===== config.mk =====
export PLATFORM = sky130hd
export DESIGN_NAME = soc_err_slv_flat
export DESIGN_NICKNAME = d
export VERILOG_FILES = /design/src/rtl/soc_err_slv_pkg.sv /design/src/rtl/soc_err_slv_if.sv /design/src/rtl/soc_err_slv_rd.sv /design/src/rtl/soc_err_slv.sv /design/src/flat_wrapper.sv
export SDC_FILE = /design/constraint.sdc
export NUM_CORES = 1
export LEC_CHECK = 0
export CAP_MARGIN = 20
export CORE_AREA = 4 4 117 119
export CTS_CLUSTER_DIAMETER = 200
export DETAILED_ROUTE_END_ITERATION = 16
export DIE_AREA = 0 0 121 123
export PLACE_DENSITY = 0.75
export SYNTH_ARGS = -nofsm -noshare
export SYNTH_HDL_FRONTEND = slang
export SYNTH_SLANG_ARGS = --single-unit
export TNS_END_PERCENT = 30

===== constraint.sdc =====
create_clock -name clk_i -period 1.44 [get_ports clk_i]
set_input_delay 0.144 -clock clk_i [delete_from_list [all_inputs] [get_ports clk_i]]
set_output_delay 0.144 -clock clk_i [all_outputs]
set_load 0.05 [all_outputs]

===== src/rtl/soc_err_slv_pkg.sv =====
// soc_err_slv_pkg: shared response code, default read data and FSM state types for the error slave.
package soc_err_slv_pkg;
    localparam logic [1:0]  RespDecErr      = 2'b11;
    localparam logic [63:0] RespDataDefault = 64'hBADC_AB1E_BADC_AB1E;
    typedef enum logic [1:0] {W_IDLE, W_DATA, W_RESP} w_state_e;
    typedef enum logic {R_IDLE, R_DATA} r_state_e;
endpackage


===== src/rtl/soc_err_slv_if.sv =====
// soc_err_slv_if: AXI-lite-ish crossbar port of the error slave plus first-fault capture signals.
interface soc_err_slv_if #(
    parameter int IdWidth   = 5,
    parameter int AddrWidth = 64,
    parameter int DataWidth = 64
);
    logic                 aw_valid_i, aw_ready_o;
    logic [IdWidth-1:0]   aw_id_i;
    logic [AddrWidth-1:0] aw_addr_i;
    logic                 w_valid_i, w_ready_o, w_last_i;
    logic                 b_valid_o, b_ready_i;
    logic [IdWidth-1:0]   b_id_o;
    logic [1:0]           b_resp_o;
    logic                 ar_valid_i, ar_ready_o;
    logic [IdWidth-1:0]   ar_id_i;
    logic [AddrWidth-1:0] ar_addr_i;
    logic [7:0]           ar_len_i;
    logic                 r_valid_o, r_ready_i, r_last_o;
    logic [IdWidth-1:0]   r_id_o;
    logic [DataWidth-1:0] r_data_o;
    logic [1:0]           r_resp_o;
    logic                 err_valid_o, err_is_write_o, err_clr_i;
    logic [AddrWidth-1:0] err_addr_o;

    modport slave (
        input  aw_valid_i, aw_id_i, aw_addr_i, w_valid_i, w_last_i, b_ready_i,
               ar_valid_i, ar_id_i, ar_addr_i, ar_len_i, r_ready_i, err_clr_i,
        output aw_ready_o, w_ready_o, b_valid_o, b_id_o, b_resp_o, ar_ready_o,
               r_valid_o, r_id_o, r_data_o, r_resp_o, r_last_o,
               err_valid_o, err_addr_o, err_is_write_o
    );
    modport master (
        output aw_valid_i, aw_id_i, aw_addr_i, w_valid_i, w_last_i, b_ready_i,
               ar_valid_i, ar_id_i, ar_addr_i, ar_len_i, r_ready_i, err_clr_i,
        input  aw_ready_o, w_ready_o, b_valid_o, b_id_o, b_resp_o, ar_ready_o,
               r_valid_o, r_id_o, r_data_o, r_resp_o, r_last_o,
               err_valid_o, err_addr_o, err_is_write_o
    );
endinterface


===== src/rtl/soc_err_slv_rd.sv =====
// soc_err_slv_rd: read channel of the error slave; answers every AR burst with len+1 DECERR beats.
module soc_err_slv_rd
    import soc_err_slv_pkg::*;
#(
    parameter int          IdWidth   = 5,
    parameter int          DataWidth = 64,
    parameter logic [63:0] RespData  = RespDataDefault
) (
    input  logic                 clk_i,
    input  logic                 rst_i,
    input  logic                 ar_valid,
    input  logic [IdWidth-1:0]   ar_id,
    input  logic [7:0]           ar_len,
    output logic                 ar_ready,
    input  logic                 r_ready,
    output logic                 r_valid,
    output logic [IdWidth-1:0]   r_id,
    output logic [DataWidth-1:0] r_data,
    output logic [1:0]           r_resp,
    output logic                 r_last
);
    r_state_e             r_q, r_d;
    logic [7:0]           cnt_q, len_q;
    logic [IdWidth-1:0]   id_q;

    always_ff @(posedge clk_i) begin
        if (rst_i) begin
            r_q   <= R_IDLE;
            cnt_q <= '0;
            len_q <= '0;
            id_q  <= '0;
        end else begin
            r_q <= r_d;
            if (ar_valid && ar_ready) begin
                cnt_q <= '0;
                len_q <= ar_len;
                id_q  <= ar_id;
            end else if (r_valid && r_ready && !r_last) begin
                // the final beat does not advance the counter, so a 256-beat burst never wraps it
                cnt_q <= cnt_q + 8'd1;
            end
        end
    end

    always_comb begin
        r_d = r_q;
        r_d = (r_q == R_IDLE) ? (ar_valid ? R_DATA : R_IDLE)
                              : ((r_ready && r_last) ? R_IDLE : R_DATA);
    end

    assign ar_ready = r_q == R_IDLE;
    assign r_valid  = r_q == R_DATA;
    assign r_last   = r_valid && (cnt_q == len_q);
    assign r_id     = id_q;
    assign r_data   = RespData[DataWidth-1:0];
    assign r_resp   = RespDecErr;
endmodule


===== src/rtl/soc_err_slv.sv =====
// soc_err_slv: crossbar error slave returning DECERR on every B and R beat for unmapped addresses.
// Define SOC_ERR_SLV_CAPTURE_EN to enable first-fault address capture on the err_* signals.
module soc_err_slv
    import soc_err_slv_pkg::*;
#(
    parameter int          IdWidth   = 5,
    parameter int          AddrWidth = 64,
    parameter int          DataWidth = 64,
    parameter logic [63:0] RespData  = RespDataDefault
) (
    input logic          clk_i,
    input logic          rst_i,
    soc_err_slv_if.slave bus
);
    w_state_e           w_q, w_d;
    logic [IdWidth-1:0] wid_q;
    logic               aw_hs, ar_hs;

    assign aw_hs = bus.aw_valid_i && bus.aw_ready_o;
    assign ar_hs = bus.ar_valid_i && bus.ar_ready_o;

    always_ff @(posedge clk_i) begin
        if (rst_i) begin
            w_q   <= W_IDLE;
            wid_q <= '0;
        end else begin
            w_q <= w_d;
            if (aw_hs) wid_q <= bus.aw_id_i;
        end
    end

    always_comb begin
        w_d = w_q;
        w_d = (w_q == W_IDLE && bus.aw_valid_i)                 ? W_DATA :
              (w_q == W_DATA && bus.w_valid_i && bus.w_last_i)  ? W_RESP :
              (w_q == W_RESP && bus.b_ready_i)                  ? W_IDLE : w_q;
    end

    assign bus.aw_ready_o = w_q == W_IDLE;
    assign bus.w_ready_o  = w_q == W_DATA;
    assign bus.b_valid_o  = w_q == W_RESP;
    assign bus.b_id_o     = wid_q;
    assign bus.b_resp_o   = RespDecErr;

    soc_err_slv_rd #(
        .IdWidth  (IdWidth),
        .DataWidth(DataWidth),
        .RespData (RespData)
    ) u_rd (
        .clk_i   (clk_i),
        .rst_i   (rst_i),
        .ar_valid(bus.ar_valid_i),
        .ar_id   (bus.ar_id_i),
        .ar_len  (bus.ar_len_i),
        .ar_ready(bus.ar_ready_o),
        .r_ready (bus.r_ready_i),
        .r_valid (bus.r_valid_o),
        .r_id    (bus.r_id_o),
        .r_data  (bus.r_data_o),
        .r_resp  (bus.r_resp_o),
        .r_last  (bus.r_last_o)
    );

`ifdef SOC_ERR_SLV_CAPTURE_EN
    logic                 err_v_q, err_w_q;
    logic [AddrWidth-1:0] err_a_q;

    // a clear in the same cycle as a new fault re-arms and captures that fault; AW wins over AR
    always_ff @(posedge clk_i) begin
        if (rst_i) begin
            err_v_q <= 1'b0;
            err_w_q <= 1'b0;
            err_a_q <= '0;
        end else if ((!err_v_q || bus.err_clr_i) && (aw_hs || ar_hs)) begin
            err_v_q <= 1'b1;
            err_w_q <= aw_hs;
            err_a_q <= aw_hs ? bus.aw_addr_i : bus.ar_addr_i;
        end else if (bus.err_clr_i) begin
            err_v_q <= 1'b0;
        end
    end

    assign bus.err_valid_o    = err_v_q;
    assign bus.err_is_write_o = err_w_q;
    assign bus.err_addr_o     = err_a_q;
`else
    assign bus.err_valid_o    = 1'b0;
    assign bus.err_is_write_o = 1'b0;
    assign bus.err_addr_o     = '0;
`endif
endmodule


===== src/flat_wrapper.sv =====
// flat-port wrapper written by rule: the top's interface ports become plain ports
module soc_err_slv_flat import soc_err_slv_pkg::*;
#(
    parameter int          IdWidth   = 5,
    parameter int          AddrWidth = 64,
    parameter int          DataWidth = 64,
    parameter logic [63:0] RespData  = RespDataDefault
)
  (clk_i, rst_i, bus_aw_valid_i, bus_aw_id_i, bus_aw_addr_i, bus_w_valid_i, bus_w_last_i, bus_b_ready_i, bus_ar_valid_i, bus_ar_id_i, bus_ar_addr_i, bus_ar_len_i, bus_r_ready_i, bus_err_clr_i, bus_aw_ready_o, bus_w_ready_o, bus_b_valid_o, bus_b_id_o, bus_b_resp_o, bus_ar_ready_o, bus_r_valid_o, bus_r_id_o, bus_r_data_o, bus_r_resp_o, bus_r_last_o, bus_err_valid_o, bus_err_addr_o, bus_err_is_write_o);
  soc_err_slv_if #(.IdWidth(IdWidth), .AddrWidth(AddrWidth), .DataWidth(DataWidth)) bus_i ();
  input logic clk_i;
  input logic rst_i;
  input wire logic [$bits(bus_i.aw_valid_i)-1:0] bus_aw_valid_i;
  input wire logic [$bits(bus_i.aw_id_i)-1:0] bus_aw_id_i;
  input wire logic [$bits(bus_i.aw_addr_i)-1:0] bus_aw_addr_i;
  input wire logic [$bits(bus_i.w_valid_i)-1:0] bus_w_valid_i;
  input wire logic [$bits(bus_i.w_last_i)-1:0] bus_w_last_i;
  input wire logic [$bits(bus_i.b_ready_i)-1:0] bus_b_ready_i;
  input wire logic [$bits(bus_i.ar_valid_i)-1:0] bus_ar_valid_i;
  input wire logic [$bits(bus_i.ar_id_i)-1:0] bus_ar_id_i;
  input wire logic [$bits(bus_i.ar_addr_i)-1:0] bus_ar_addr_i;
  input wire logic [$bits(bus_i.ar_len_i)-1:0] bus_ar_len_i;
  input wire logic [$bits(bus_i.r_ready_i)-1:0] bus_r_ready_i;
  input wire logic [$bits(bus_i.err_clr_i)-1:0] bus_err_clr_i;
  output wire logic [$bits(bus_i.aw_ready_o)-1:0] bus_aw_ready_o;
  output wire logic [$bits(bus_i.w_ready_o)-1:0] bus_w_ready_o;
  output wire logic [$bits(bus_i.b_valid_o)-1:0] bus_b_valid_o;
  output wire logic [$bits(bus_i.b_id_o)-1:0] bus_b_id_o;
  output wire logic [$bits(bus_i.b_resp_o)-1:0] bus_b_resp_o;
  output wire logic [$bits(bus_i.ar_ready_o)-1:0] bus_ar_ready_o;
  output wire logic [$bits(bus_i.r_valid_o)-1:0] bus_r_valid_o;
  output wire logic [$bits(bus_i.r_id_o)-1:0] bus_r_id_o;
  output wire logic [$bits(bus_i.r_data_o)-1:0] bus_r_data_o;
  output wire logic [$bits(bus_i.r_resp_o)-1:0] bus_r_resp_o;
  output wire logic [$bits(bus_i.r_last_o)-1:0] bus_r_last_o;
  output wire logic [$bits(bus_i.err_valid_o)-1:0] bus_err_valid_o;
  output wire logic [$bits(bus_i.err_addr_o)-1:0] bus_err_addr_o;
  output wire logic [$bits(bus_i.err_is_write_o)-1:0] bus_err_is_write_o;
  assign bus_i.aw_valid_i = bus_aw_valid_i;
  assign bus_i.aw_id_i = bus_aw_id_i;
  assign bus_i.aw_addr_i = bus_aw_addr_i;
  assign bus_i.w_valid_i = bus_w_valid_i;
  assign bus_i.w_last_i = bus_w_last_i;
  assign bus_i.b_ready_i = bus_b_ready_i;
  assign bus_i.ar_valid_i = bus_ar_valid_i;
  assign bus_i.ar_id_i = bus_ar_id_i;
  assign bus_i.ar_addr_i = bus_ar_addr_i;
  assign bus_i.ar_len_i = bus_ar_len_i;
  assign bus_i.r_ready_i = bus_r_ready_i;
  assign bus_i.err_clr_i = bus_err_clr_i;
  assign bus_aw_ready_o = bus_i.aw_ready_o;
  assign bus_w_ready_o = bus_i.w_ready_o;
  assign bus_b_valid_o = bus_i.b_valid_o;
  assign bus_b_id_o = bus_i.b_id_o;
  assign bus_b_resp_o = bus_i.b_resp_o;
  assign bus_ar_ready_o = bus_i.ar_ready_o;
  assign bus_r_valid_o = bus_i.r_valid_o;
  assign bus_r_id_o = bus_i.r_id_o;
  assign bus_r_data_o = bus_i.r_data_o;
  assign bus_r_resp_o = bus_i.r_resp_o;
  assign bus_r_last_o = bus_i.r_last_o;
  assign bus_err_valid_o = bus_i.err_valid_o;
  assign bus_err_addr_o = bus_i.err_addr_o;
  assign bus_err_is_write_o = bus_i.err_is_write_o;
  soc_err_slv #(.IdWidth(IdWidth), .AddrWidth(AddrWidth), .DataWidth(DataWidth), .RespData(RespData)) u_core (.clk_i(clk_i), .rst_i(rst_i), .bus(bus_i));
endmodule

# Word-level counts from Yosys, hierarchy flattened
# Index checks and enable logic that the tools add are counted.
# totals
register_bits,29
wordCells,33
# classes
add_sub_neg,1
n_eq_ne,3
n_mux,6
n_bitwise,1
reduce_logical,15
# op_table
op,n
1-bit logical AND,9
8-bit by 1-bit adder with 8-bit output (second input constant),1
8-bit == test,1
1-bit 2-to-1 mux,4
2-bit 2-to-1 mux,2
2-bit OR reduction,2
3-bit nonzero test,1
2-bit by 1-bit == test with 1-bit output (second input constant),1
2-bit == test (second input constant),1
2-bit logical NOT,1
2-bit nonzero test,1
1-bit logical NOT,1
1-bit NOT,1

# Logic depth before layout (Yosys ltp)
# Gate-level depths: netlist of the first run.
# depth
depth_word,5
ltp_mapped,6
mapped_depth_nobuf,5

# Hierarchy
# Synthesis of the first run repeated with hierarchy kept, for this count alone.
# hier_totals
cells_unflattened,289
area_unflattened_um2,2311.0
# by_module_without_submodules
module,instances,cells_each,area_each_um2,seq_area_each_um2
soc_err_slv_rd,1,184,1452.6,440.4
soc_err_slv,1,105,858.3,140.1

# Worst setup path after synthesis of the first run
# OpenSTA, ideal clock, no wires.
# synth_path
path_kind,reg2out
startpoint,register u_core.u_rd.r_q (netlist: u_core.u_rd.r_valid)
endpoint,output port bus_r_last_o
t_arrival_ns,2.357
t_required_ns,1.296
setup_slack_ns,-1.061
stages_incl_launch_ff,3
path_buffers,0
path_cell_list,dfxtp_1 -> inv_1 -> nor3_1
# synth_between
elab_chain_cells,1
# synth_rtl
element,line,source
start: declaration,soc_err_slv_rd.sv:22,"r_state_e r_q, r_d;"
start signal: assignment,soc_err_slv_rd.sv:33,r_q <= r_d;
1-bit logical AND,soc_err_slv_rd.sv:53,assign r_last = r_valid && (cnt_q == len_q);
end: declaration,flat_wrapper.sv:35,output wire logic [$bits(bus_i.r_last_o)-1:0] bus_r_last_o;
# Every way passes these cells.

# Worst setup path after layout of the first run
# layout_path
startpoint,register u_core.u_rd.len_q[5]
endpoint,output port bus_r_last_o
# layout_between
elab_chain_cells,2
# layout_rtl
element,line,source
start: declaration,soc_err_slv_rd.sv:23,"logic [7:0] cnt_q, len_q;"
start signal: assignment,soc_err_slv_rd.sv:36,len_q <= ar_len;
8-bit == test,soc_err_slv_rd.sv:53,
1-bit logical AND,soc_err_slv_rd.sv:53,
# Every way passes these cells.

==> impl_metrics.env, run 1 <==
export IMPL_clkPwrFrac_pct=30.7
export IMPL_die_area_um2=14900
export IMPL_hp_start="bus_ar_len_i[3]"
export IMPL_synth_top_family_by_area="buffers and inverters"
export IMPL_setup_violations_final=8
export IMPL_grt_util_all_layers_pct=5.49
export IMPL_die_y_um=123
export IMPL_initial_core_util_pct=18.0
export IMPL_fin_skew_ns=0.00518
export IMPL_via_count=1583
export IMPL_hpwl_mm=3.71
export IMPL_gp_congestion=0.767
export IMPL_cp_max_fo=2
export IMPL_p_leak_nw=1.26
export IMPL_ys_seq_area_share_pct=25.7
export IMPL_synth_adder_area_share_pct=0.553
export IMPL_layout_common_cells="134 x conb_1, 30 x nand2_1, 27 x buf_4, 25 x clkdlybuf4s50_1"
export IMPL_overflow=0
export IMPL_fin_crit_ns=1.59
export IMPL_violations="negative setup slack"
export IMPL_clkTransAtPathRegs_ns=0.05
export IMPL_p_switching_mw=1.42
export IMPL_holdWs_ns=0.419
export IMPL_dpl_cell_count=504
export IMPL_die_x_um=121
export IMPL_netlist_area_leader_share_pct=44.5
export IMPL_avgSynthCellArea_um2=7.99
export IMPL_n_antenna_cell=0
export IMPL_multiInputGateArea_um2=1230
export IMPL_antenna_found_initial=1
export IMPL_finalPower_mw=3.15
export IMPL_drv_slew=0
export IMPL_drcViolationCount=0
export IMPL_powerDensity_nw_per_um2=1130
export IMPL_core_area_um2=12600
export IMPL_place_ws_ns=-0.132
export IMPL_area_growth_syn_to_layout_pct=23.7
export IMPL_yosysWarnings=0
export IMPL_status="finished with violations"
export IMPL_synth_xor_area_share_pct=3.48
export IMPL_ant_nets=0
export IMPL_cts_tree="done"
export IMPL_firstDrtPassIters=4
export IMPL_io_pins=305
export IMPL_grt_pass1_wl_mm=6.15
export IMPL_synth_seq_cells=29
export IMPL_cts_root_buf="clkbuf_16"
export IMPL_num_fill_cells=1358
export IMPL_synth_area_um2=2260
export IMPL_seq_area_um2=597
export IMPL_cp_data_arrival_time_ns=1.45
export IMPL_final_util_pct=22.3
export IMPL_reg2reg_slack_ns=-0.13
export IMPL_grt_max_degree=23
export IMPL_synth_cell_types=29
export IMPL_cellInternalPower_mw=1.73
export IMPL_max_clock_path_buffers=2
export IMPL_yosys_top_cells_area="buf_4 44%, dfxtp_1 26%, nand2_1 5.1%, a21oi_1 4.4%, xnor2_1 3.1%"
export IMPL_setup_worst_path_start="u_core.u_rd.len_q[5]$_SDFFE_PP0P_"
export IMPL_pwr_share_seq_pct=28.1
export IMPL_final_cells=516
export IMPL_muxShareOfSynthArea_pct=2.21
export IMPL_worst_ep_required_time_ns=1.30
export IMPL_worst_slack_ns=-0.150
export IMPL_syn_instance_count=283
export IMPL_vdd_drop_max_uv=432
export IMPL_worstHoldPathCells=3
export IMPL_wirelength_mm=4.75
export IMPL_cts_sinks=29
export IMPL_io_buffers=41
export IMPL_row_count=41
export IMPL_worst_skew_pair_late_latency_ns=0.27
export IMPL_final_common_cell="conb_1"
export IMPL_cap_violations=0
export IMPL_end_kind="output pin"
export IMPL_r2r_start="u_core.u_rd.cnt_q[2]$_SDFFE_PP0P_"
export IMPL_final_hold_viol_count=0
export IMPL_htreeDepth=2
export IMPL_hp_class="in -> reg"
export IMPL_maxClockFrequency_mhz=629
export IMPL_synth_area_leader_cell="buf_4"
export IMPL_wl_per_cell_um=9.21
export IMPL_nets=499
export IMPL_synth_compound_area_share_pct=7.85
export IMPL_synth_simple_area_share_pct=13.6
export IMPL_start_kind="flop"
export IMPL_drive_above_1_share_pct=20.9
export IMPL_rsz0062_at_grt="true"
export IMPL_routed_via_density=3.07
export IMPL_reg2reg_depth=6
export IMPL_fin_crit_sh_pct=110
export IMPL_cts_buffers=5
export IMPL_drt_iter0_drc=20
export IMPL_grt_pass1_vias=1210
export IMPL_swShare_pct=45.0
export IMPL_p_comb_share_pct=41.2
export IMPL_critPathKind="reg -> out"
## layer usage
metal  up-vias  part of all wire, %  track usage, %
met2       147                   43            9.03
met5         -                 0.40               0
met1       672                   35            5.32
li1        758                    -               -
met4         2                 0.69            1.49
met3         4                   22            4.44
## logic make-up (layout without fill, tap and decap cells)
family / Yosys count / count (layout)
compound gates: 30 / 31
xor+xnor: 9 / 9
fa+ha+maj: 1 / 1
buf+inv: 143 / 71
flops: 29 / 29
mux: 5 / 5
other cells: 2 / 134
simple gates: 64 / 64
## state kept, by name (all words and copies together) (netlist names)
| register | flops |
|---|---|
| u_core.w_q | 2 |
| u_core.bus.b_id_o | 5 |
| u_core.u_rd.len_q | 8 |
| u_core.u_rd.r_id | 5 |
| u_core.u_rd.cnt_q | 8 |
| u_core.u_rd.r_valid | 1 |
## power groups by stage
| stage | Clock [mW] | Sequential [mW] | Combinational, mW |
|---|---|---|---|
| 2_1_floorplan | 0 | 0.960 | 1.24 |
| 3_3_place_gp | 0 | 0.892 | 1.24 |
| 3_5_place_dp | 0 | 0.893 | 1.25 |
| 4_1_cts | 1.01 | 0.883 | 1.28 |
| 5_1_grt | 1.05 | 0.890 | 1.35 |
| 6_report | 0.965 | 0.885 | 1.30 |
## Yosys cell counts
master / number
buf_4: 134
nand2_1: 31
dfxtp_1: 29
a21oi_1: 20
nor2_1: 11
xnor2_1: 8
clkbuf_1: 6
mux2i_1: 5
o21ai_0: 5
nand3_1: 4
or3_1: 3
or4_1: 3
and2_1: 2
conb_1: 2
inv_1: 2
nand2b_1: 2
nand4_2: 2
nor2b_1: 2
o31ai_1: 2
a311oi_1: 1
and3_1: 1
buf_6: 1
ha_1: 1
nor2b_2: 1
nor3_1: 1
o211ai_1: 1
o211ai_4: 1
or2_0: 1
xor2_1: 1
## per-stage QoR
stage | TNS, ns | area [um^2]
6_report | -0.696 | 2800
5_1_grt | -1.39 | 2800
4_1_cts | -0.873 | 2770
3_5_place_dp | -0.503 | 2540
3_3_place_gp | -0.362 | 2540
2_1_floorplan | -0.162 | 2800
## worst paths after layout
path                                                     endpoint
worst max register to register  u_core.u_rd.cnt_q[5]$_SDFFE_PP0P_
worst min register to register   u_core.u_rd.r_id[2]$_SDFFE_PP0P_
worst min-delay path            u_core.u_rd.len_q[3]$_SDFFE_PP0P_
worst max-delay path                                 bus_r_last_o
## layout make-up
type | count | share of cell area (%)
clock buffer | 6 | 4.61
clock inverter | 2 | 0.358
inverter | 2 | 0.403
multi-input combinational | 244 | 43.9
sequential | 29 | 21.3
tap | 172 | 7.69
timing repair buffer | 61 | 21.7
## worst max-delay path, cell delays in order, from the launching register on
cell,delay (ns)
dfxtp_2,0.33
xnor2_2,0.17
nand4_2,0.16
buf_6,0.16
nor3_4,0.19
buf_12,0.16
## what timing repair did
| action | in CTS | in global routing |
|---|---|---|
| hold buffers | 0 | 0 |
| hold endpoints to repair | 0 | 0 |
| pin swaps | 11 | 4 |
| cloned | 0 | 1 |
| resized for setup | 16 | 7 |
| setup endpoints to repair | 6 | 9 |
| buffers inserted | 3 | 0 |
(Power assumes the default switching activity.)
==> run 2, diff against run 1 <==
--- a/config.mk
+++ b/config.mk
@@ -10,6 +10,7 @@
 export CTS_CLUSTER_DIAMETER = 200
 export DETAILED_ROUTE_END_ITERATION = 16
 export DIE_AREA = 0 0 121 123
+export HOLD_SLACK_MARGIN = 0.05
 export PLACE_DENSITY = 0.75
 export SYNTH_ARGS = -nofsm -noshare
 export SYNTH_HDL_FRONTEND = slang
==> results of run 2 <==
Same layout as run 1: the final DEF is identical, and so are final timing and power.
